[config.mk]
export PLATFORM = sky130hd
export DESIGN_NAME = eth_rx_stream_units
export DESIGN_NICKNAME = d
export VERILOG_FILES = /design/src/rtl/eth_rx_pkg.sv /design/src/rtl/crc32_dibit.sv /design/src/rtl/eth_rx_stream_units.sv
export SDC_FILE = /design/constraint.sdc
export NUM_CORES = 1
export LEC_CHECK = 0
export ABC_CLOCK_PERIOD_IN_PS = 3100
export BUFFER_PORTS_ARGS = -buffer_cell sky130_fd_sc_hd__buf_2
export CORE_MARGIN = 2
export CORE_UTILIZATION = 45
export CTS_CLUSTER_SIZE = 25
export DETAILED_ROUTE_END_ITERATION = 12
export GPL_ROUTABILITY_DRIVEN = 0
export PLACE_DENSITY = 0.66
export SYNTH_ARGS = -nofsm -noshare
export SYNTH_HDL_FRONTEND = slang
export SYNTH_HIERARCHICAL = 1
export SYNTH_SLANG_ARGS = --single-unit
[constraint.sdc]
create_clock -name clk -period 3.1 [get_ports clk]
set_input_delay 0.62 -clock clk [delete_from_list [all_inputs] [get_ports clk]]
set_output_delay 0.62 -clock clk [all_outputs]
set_load 0.01 [all_outputs]
[src/rtl/eth_rx_pkg.sv]
// Shared constants and the bitwise CRC-32 step for the RMII receive stream units.
package eth_rx_pkg;

    localparam logic [31:0] CRC_POLY    = 32'hEDB88320;
    localparam logic [31:0] CRC_INIT    = 32'hFFFFFFFF;
    localparam logic [31:0] CRC_RESIDUE = 32'hDEBB20E3;
    localparam int          AGG_DIBITS  = 16;

    // Dibit counts used by the aggregator and by the short-frame rule of the checker.
    localparam logic [4:0]  AGG_CNT_MAX    = 5'(AGG_DIBITS);
    localparam logic [4:0]  AGG_CNT_LAST   = 5'(AGG_DIBITS - 1);
    localparam logic [4:0]  CRC_MIN_DIBITS = 5'd16;

    // One reflected CRC-32 step for a single serial bit.
    function automatic logic [31:0] crc_bit(input logic [31:0] c, input logic b);
        crc_bit = (c >> 1) ^ (((c[0] ^ b) == 1'b1) ? CRC_POLY : 32'h0);
    endfunction

endpackage

[src/rtl/crc32_dibit.sv]
// Combinational reflected CRC-32 update for one wire-order dibit (bit0 first).
module crc32_dibit
    import eth_rx_pkg::*;
(
    input  logic [31:0] crc_in,
    input  logic [1:0]  dibit,
    output logic [31:0] crc_out
);

    assign crc_out = crc_bit(crc_bit(crc_in, dibit[0]), dibit[1]);

endmodule

[src/rtl/eth_rx_stream_units.sv]
// Receive post-processing: dibit bit-order fixer, 32-bit payload aggregator and
// CRC-32 frame checker, all on valid/data dibit streams without backpressure.
module eth_rx_stream_units
    import eth_rx_pkg::*;
(
    input  logic        clk,
    input  logic        rst,
    input  logic        ether_axiiv,
    input  logic [1:0]  ether_axiid,
    input  logic        fw_axiiv,
    input  logic [1:0]  fw_axiid,
    output logic        bo_axiov,
    output logic [1:0]  bo_axiod,
    output logic        agg_axiov,
    output logic [31:0] agg_axiod,
    output logic        done,
    output logic        kill
);

    logic [1:0]  bo_cnt_q;
    logic [5:0]  bo_fill_q;
    logic [5:0]  bo_drain_q;
    logic [1:0]  bo_left_q;
    logic        bo_axiov_q;
    logic [1:0]  bo_axiod_q;

    // Fill buffer collects the first three dibits; the fourth hands the byte to the
    // drain buffer, which emits MSB dibit first while the next byte fills.
    always_ff @(posedge clk or posedge rst) begin
        if (rst) begin
            bo_cnt_q   <= 2'd0;
            bo_fill_q  <= 6'd0;
            bo_drain_q <= 6'd0;
            bo_left_q  <= 2'd0;
            bo_axiov_q <= 1'b0;
            bo_axiod_q <= 2'd0;
        end else begin
            bo_cnt_q <= ether_axiiv ? bo_cnt_q + 2'd1 : 2'd0;
            if (ether_axiiv) begin
                case (bo_cnt_q)
                    2'd0:    bo_fill_q[1:0] <= ether_axiid;
                    2'd1:    bo_fill_q[3:2] <= ether_axiid;
                    2'd2:    bo_fill_q[5:4] <= ether_axiid;
                    default: bo_fill_q      <= bo_fill_q;
                endcase
            end
            if (ether_axiiv && bo_cnt_q == 2'd3) begin
                bo_axiod_q <= ether_axiid;
                bo_axiov_q <= 1'b1;
                bo_drain_q <= bo_fill_q;
                bo_left_q  <= 2'd3;
            end else if (bo_left_q != 2'd0) begin
                bo_axiod_q <= bo_drain_q[5:4];
                bo_axiov_q <= 1'b1;
                bo_drain_q <= {bo_drain_q[3:0], 2'b00};
                bo_left_q  <= bo_left_q - 2'd1;
            end else begin
                bo_axiod_q <= 2'd0;
                bo_axiov_q <= 1'b0;
            end
        end
    end

    logic [4:0]  agg_cnt_q;
    logic [31:0] agg_sr_q;
    logic [31:0] agg_sr_d;
    logic [31:0] agg_word_q;
    logic        agg_vld_q;

    assign agg_sr_d = {agg_sr_q[29:0], fw_axiid};

    // The shift register needs no reset: sixteen shifts always overwrite it before capture.
    always_ff @(posedge clk) begin
        if (fw_axiiv) begin
            agg_sr_q <= agg_sr_d;
        end
    end

    always_ff @(posedge clk or posedge rst) begin
        if (rst) begin
            agg_cnt_q  <= 5'd0;
            agg_word_q <= 32'd0;
            agg_vld_q  <= 1'b0;
        end else begin
            agg_vld_q <= 1'b0;
            if (!fw_axiiv) begin
                agg_cnt_q <= 5'd0;
            end else if (agg_cnt_q != AGG_CNT_MAX) begin
                agg_cnt_q <= agg_cnt_q + 5'd1;
                if (agg_cnt_q == AGG_CNT_LAST) begin
                    agg_word_q <= agg_sr_d;
                    agg_vld_q  <= 1'b1;
                end
            end
        end
    end

    logic [31:0] crc_q;
    logic [31:0] crc_d;
    logic [4:0]  crc_len_q;
    logic        crc_prev_v_q;
    logic        done_q;
    logic        kill_q;
    logic        frame_end;

    crc32_dibit u_crc32_dibit (
        .crc_in  (crc_q),
        .dibit   (ether_axiid),
        .crc_out (crc_d)
    );

    assign frame_end = crc_prev_v_q && !ether_axiiv;

    // Length saturates at the minimum frame size; only "short or not" matters.
    always_ff @(posedge clk or posedge rst) begin
        if (rst) begin
            crc_q        <= CRC_INIT;
            crc_len_q    <= 5'd0;
            crc_prev_v_q <= 1'b0;
            done_q       <= 1'b0;
            kill_q       <= 1'b0;
        end else begin
            crc_prev_v_q <= ether_axiiv;
            done_q       <= frame_end;
            kill_q       <= frame_end &&
                            ((crc_q != CRC_RESIDUE) || (crc_len_q != CRC_MIN_DIBITS));
            if (ether_axiiv) begin
                crc_q <= crc_d;
                if (crc_len_q != CRC_MIN_DIBITS) begin
                    crc_len_q <= crc_len_q + 5'd1;
                end
            end else begin
                crc_q     <= CRC_INIT;
                crc_len_q <= 5'd0;
            end
        end
    end

    assign bo_axiov  = bo_axiov_q;
    assign bo_axiod  = bo_axiod_q;
    assign agg_axiov = agg_vld_q;
    assign agg_axiod = agg_word_q;
    assign done      = done_q;
    assign kill      = kill_q;

endmodule

==> run summary <==
Outcome: finished clean
Post-DRT Antenna Nets: 0
DPL Wire Length: 4.87 mm
TritonCTS Sinks: 127
GR peak layer: met2
Routed Wire Length: 7.96 mm
Die height: 111 um
CTS tree: built
Worst Path Class, Setup: flop to flop
Clk root buf: clkbuf_16
Worst Setup End Kind: flop
Yosys top cell area share: 31.7%
Final Setup Violations: 0
Area contributors post-synth: dfrtp_1 (32%), edfxtp_1 (18%), dfstp_2 (16%)
Unrepaired setup endpoints after global routing: false
Filler cell count: 890
DR WL/cell: 14.7 um
Post-Route Skew: 0.00835 ns
Largest stage delay on the critical path: 0.64 ns
Worst slew margin: 43.1%
Most common cell in the netlist: dfrtp_1
Critical Path Most Common Cell: ha_1
Vias: 2637
Clock transition at path regs: 0.06 ns
Synth warn: 6
Layout cell share with drive strength beyond 1: 31.3%
Final net count: 408
Seq pwr share: 45.4%
Post-synth EDFFs: 30
Cell area after placement: 0.00544 mm^2
Die area: 0.0123 mm^2
Worst Path Arrival: 2.55 ns
Cts hold-fix bufs: 0
Met3 Use GR: 5.14%
Final hold vios: 0
Post-synth top cells: dfrtp_1 (65), mux2_1 (38), dfstp_2 (32), nand2b_1 (32), edfxtp_1 (30)
Pwr Density: 719 mW/mm^2
Cells after Synth: 343
Clock power share: 45.6%
Register bit total from synthesis: 127
Initial antenna violation count: 0
Pin count of the biggest net entering global routing: 98
CORE AREA: 0.0110 mm^2
Routed vias/inst: 4.86
Tmin final: 2.25 ns
Required @ worst endpoint: 3.40 ns
CP delay by family, top: simple AND/OR/NAND/NOR gates
Mapped Nets: 361
Crit path launch type: flop
Pre-CTS WS: 0.805 ns
Reg area: 0.00337 mm^2
Main flop type after synthesis: dfrtp_1
Port Buffers: 45
Slowest CP cell: nand3_2
Effective utilization at floorplan: 46.7%
First-pass GRT wire length: 13.8 mm
Die width: 111 um
Post-CTS setup buffers: 0
Design Power: 4.34 mW
Synth area leader: dfrtp_1
WHS: 0.340 ns
Internal power: 3.31 mW
Slew Viols, Final: 0
Global Route met2 Usage: 21.4%
# resized after CTS: 0
GRT overflow: 0
CP bufs+invs: 0
Latest clock arrival within the worst-skew pair: 0.42 ns
Multi-input gate area: 0.00157 mm^2
Async SR Flop Fraction: 76.4%
DR pass1 iterations: 4
P&R area growth vs syn: 17.8%
Finished Layout Cells: 543
Placed cells: 511
Switching pwr: 1.03 mW
F_max: 0.444 GHz
Worst path cell trace: ha_1 -> and3_1 -> ha_1 -> nand3_2 -> mux2_1
CTS buffer count: 17
H-Tree Depth: 4
DR iter-0 viols: 138
Final period util: 72.7%
DRC errors left: 0
CP max FO: 33
Fin area: 0.00604 mm^2
Sequential cell area fraction in the yosys report: 65.7%
Num ports: 46
GRT met1 Usage: 18.6%
Worst slew pin tran: 0.852 ns
Hold Path Class: input port to asynchronous set/reset pin
Worst IR Drop VDD: 0.704 mV
Logic pwr share: 9.0%
Static Leakage: 2.83 nW
Vias in the first global route: 2804
Yosys cell types: 39
ANT cells: 0
# rows: 38
Syn Std Cell Area: 0.00513 mm^2
Setup_tns: 0 ns
Sw Share: 23.7%
Longest Clk Path Bufs: 2
Max-capacitance violation count: 0
Worst Setup Slack, final: 0.847 ns
GRT Total Usage: 14.2%
Post-Route Utilization: 55.0%
Avg Inst Size Synth: 14.9 um^2
-- registers in the layout, indices dropped and copies added (netlist names) --
name	flops
crc_len_q	5
bo_axiod	2
crc_q	32
agg_sr_q	30
bo_fill_q	6
agg_axiod	32
kill	1
bo_cnt_q	2
bo_axiov	1
done	1
bo_left_q	2
agg_axiov	1
bo_drain_q	6
agg_cnt_q	5
crc_prev_v_q	1
-- area by class of cell --
type,instances,share of cell area (%)
inverters,12,0.808
clock buffers,17,7.05
multi-input cells,181,25.9
clock inverters,15,2.84
flip-flops and latches,127,55.8
repair buffers,51,4.68
well taps,140,2.90
-- power groups by stage --
| stage | Combinational [mW] | Sequential [mW] | Clock [mW] |
|---|---|---|---|
| after floorplan | 0.334 | 1.99 | 0 |
| after global placement | 0.387 | 2.00 | 0 |
| after detailed placement | 0.398 | 2.00 | 0 |
| after CTS | 0.400 | 1.97 | 2.04 |
| after global routing | 0.441 | 1.99 | 2.10 |
| final | 0.391 | 1.97 | 1.98 |
-- tightest hold or removal path: cells and delay by family --
family / cells / cell delay (ns)
buffers and inverters: 3 / 0.57
-- placed cells by master, fill, tap and decap left out, types with 5 or more instances in the layout --
cell | synthesis | final
dfrtp_1 | 65 | 65
buf_2 | 4 | 45
mux2_1 | 38 | 38
nand2b_1 | 32 | 32
dfstp_2 | 32 | 32
edfxtp_1 | 30 | 30
nand2_1 | 24 | 24
xnor2_1 | 18 | 18
clkbuf_16 | 0 | 17
inv_1 | 11 | 10
ha_1 | 10 | 10
inv_6 | 0 | 8
and2_1 | 6 | 6
nand3_1 | 6 | 6
mux2i_1 | 5 | 5
buf_4 | 12 | 5
-- final timing paths --
| kind | from | slack, ns | to | cells past startpoint |
|---|---|---|---|---|
| worst max-delay path | agg_cnt_q[1] | 0.85 | agg_axiod[19] | 5 |
| worst min-delay path | rst | 0.34 | bo_left_q[1] | 3 |
| worst max register to register | agg_cnt_q[1] | 0.85 | agg_axiod[19] | 5 |
| worst min register to register | agg_sr_q[27] | 0.44 | agg_sr_q[29] | 0 |
| max in group asynchronous | rst | 2.36 | crc_q[20] | 3 |
| min in group clk | fw_axiid[0] | 0.40 | agg_sr_q[0] | 1 |
-- per-layer routing --
| layer | share of wire [%] | wire [um] | vias to the layer above |
|---|---|---|---|
| li1 | - | - | 1245 |
| met2 | 46 | 3660 | 51 |
| met5 | 0 | 0 | - |
| met4 | 1.8 | 144 | 0 |
| met3 | 4.7 | 374 | 16 |
| met1 | 48 | 3780 | 1325 |
-- kinds of logic after synthesis --
group / after synthesis / synth area share, %
flops: 127 / 65.7
simple gates: 91 / 10.6
mux: 43 / 9.32
buf+inv: 35 / 3.76
xor+xnor: 29 / 7.15
fa+ha+maj: 10 / 2.44
compound gates: 8 / 1.00
(Power assumes the default switching activity.)
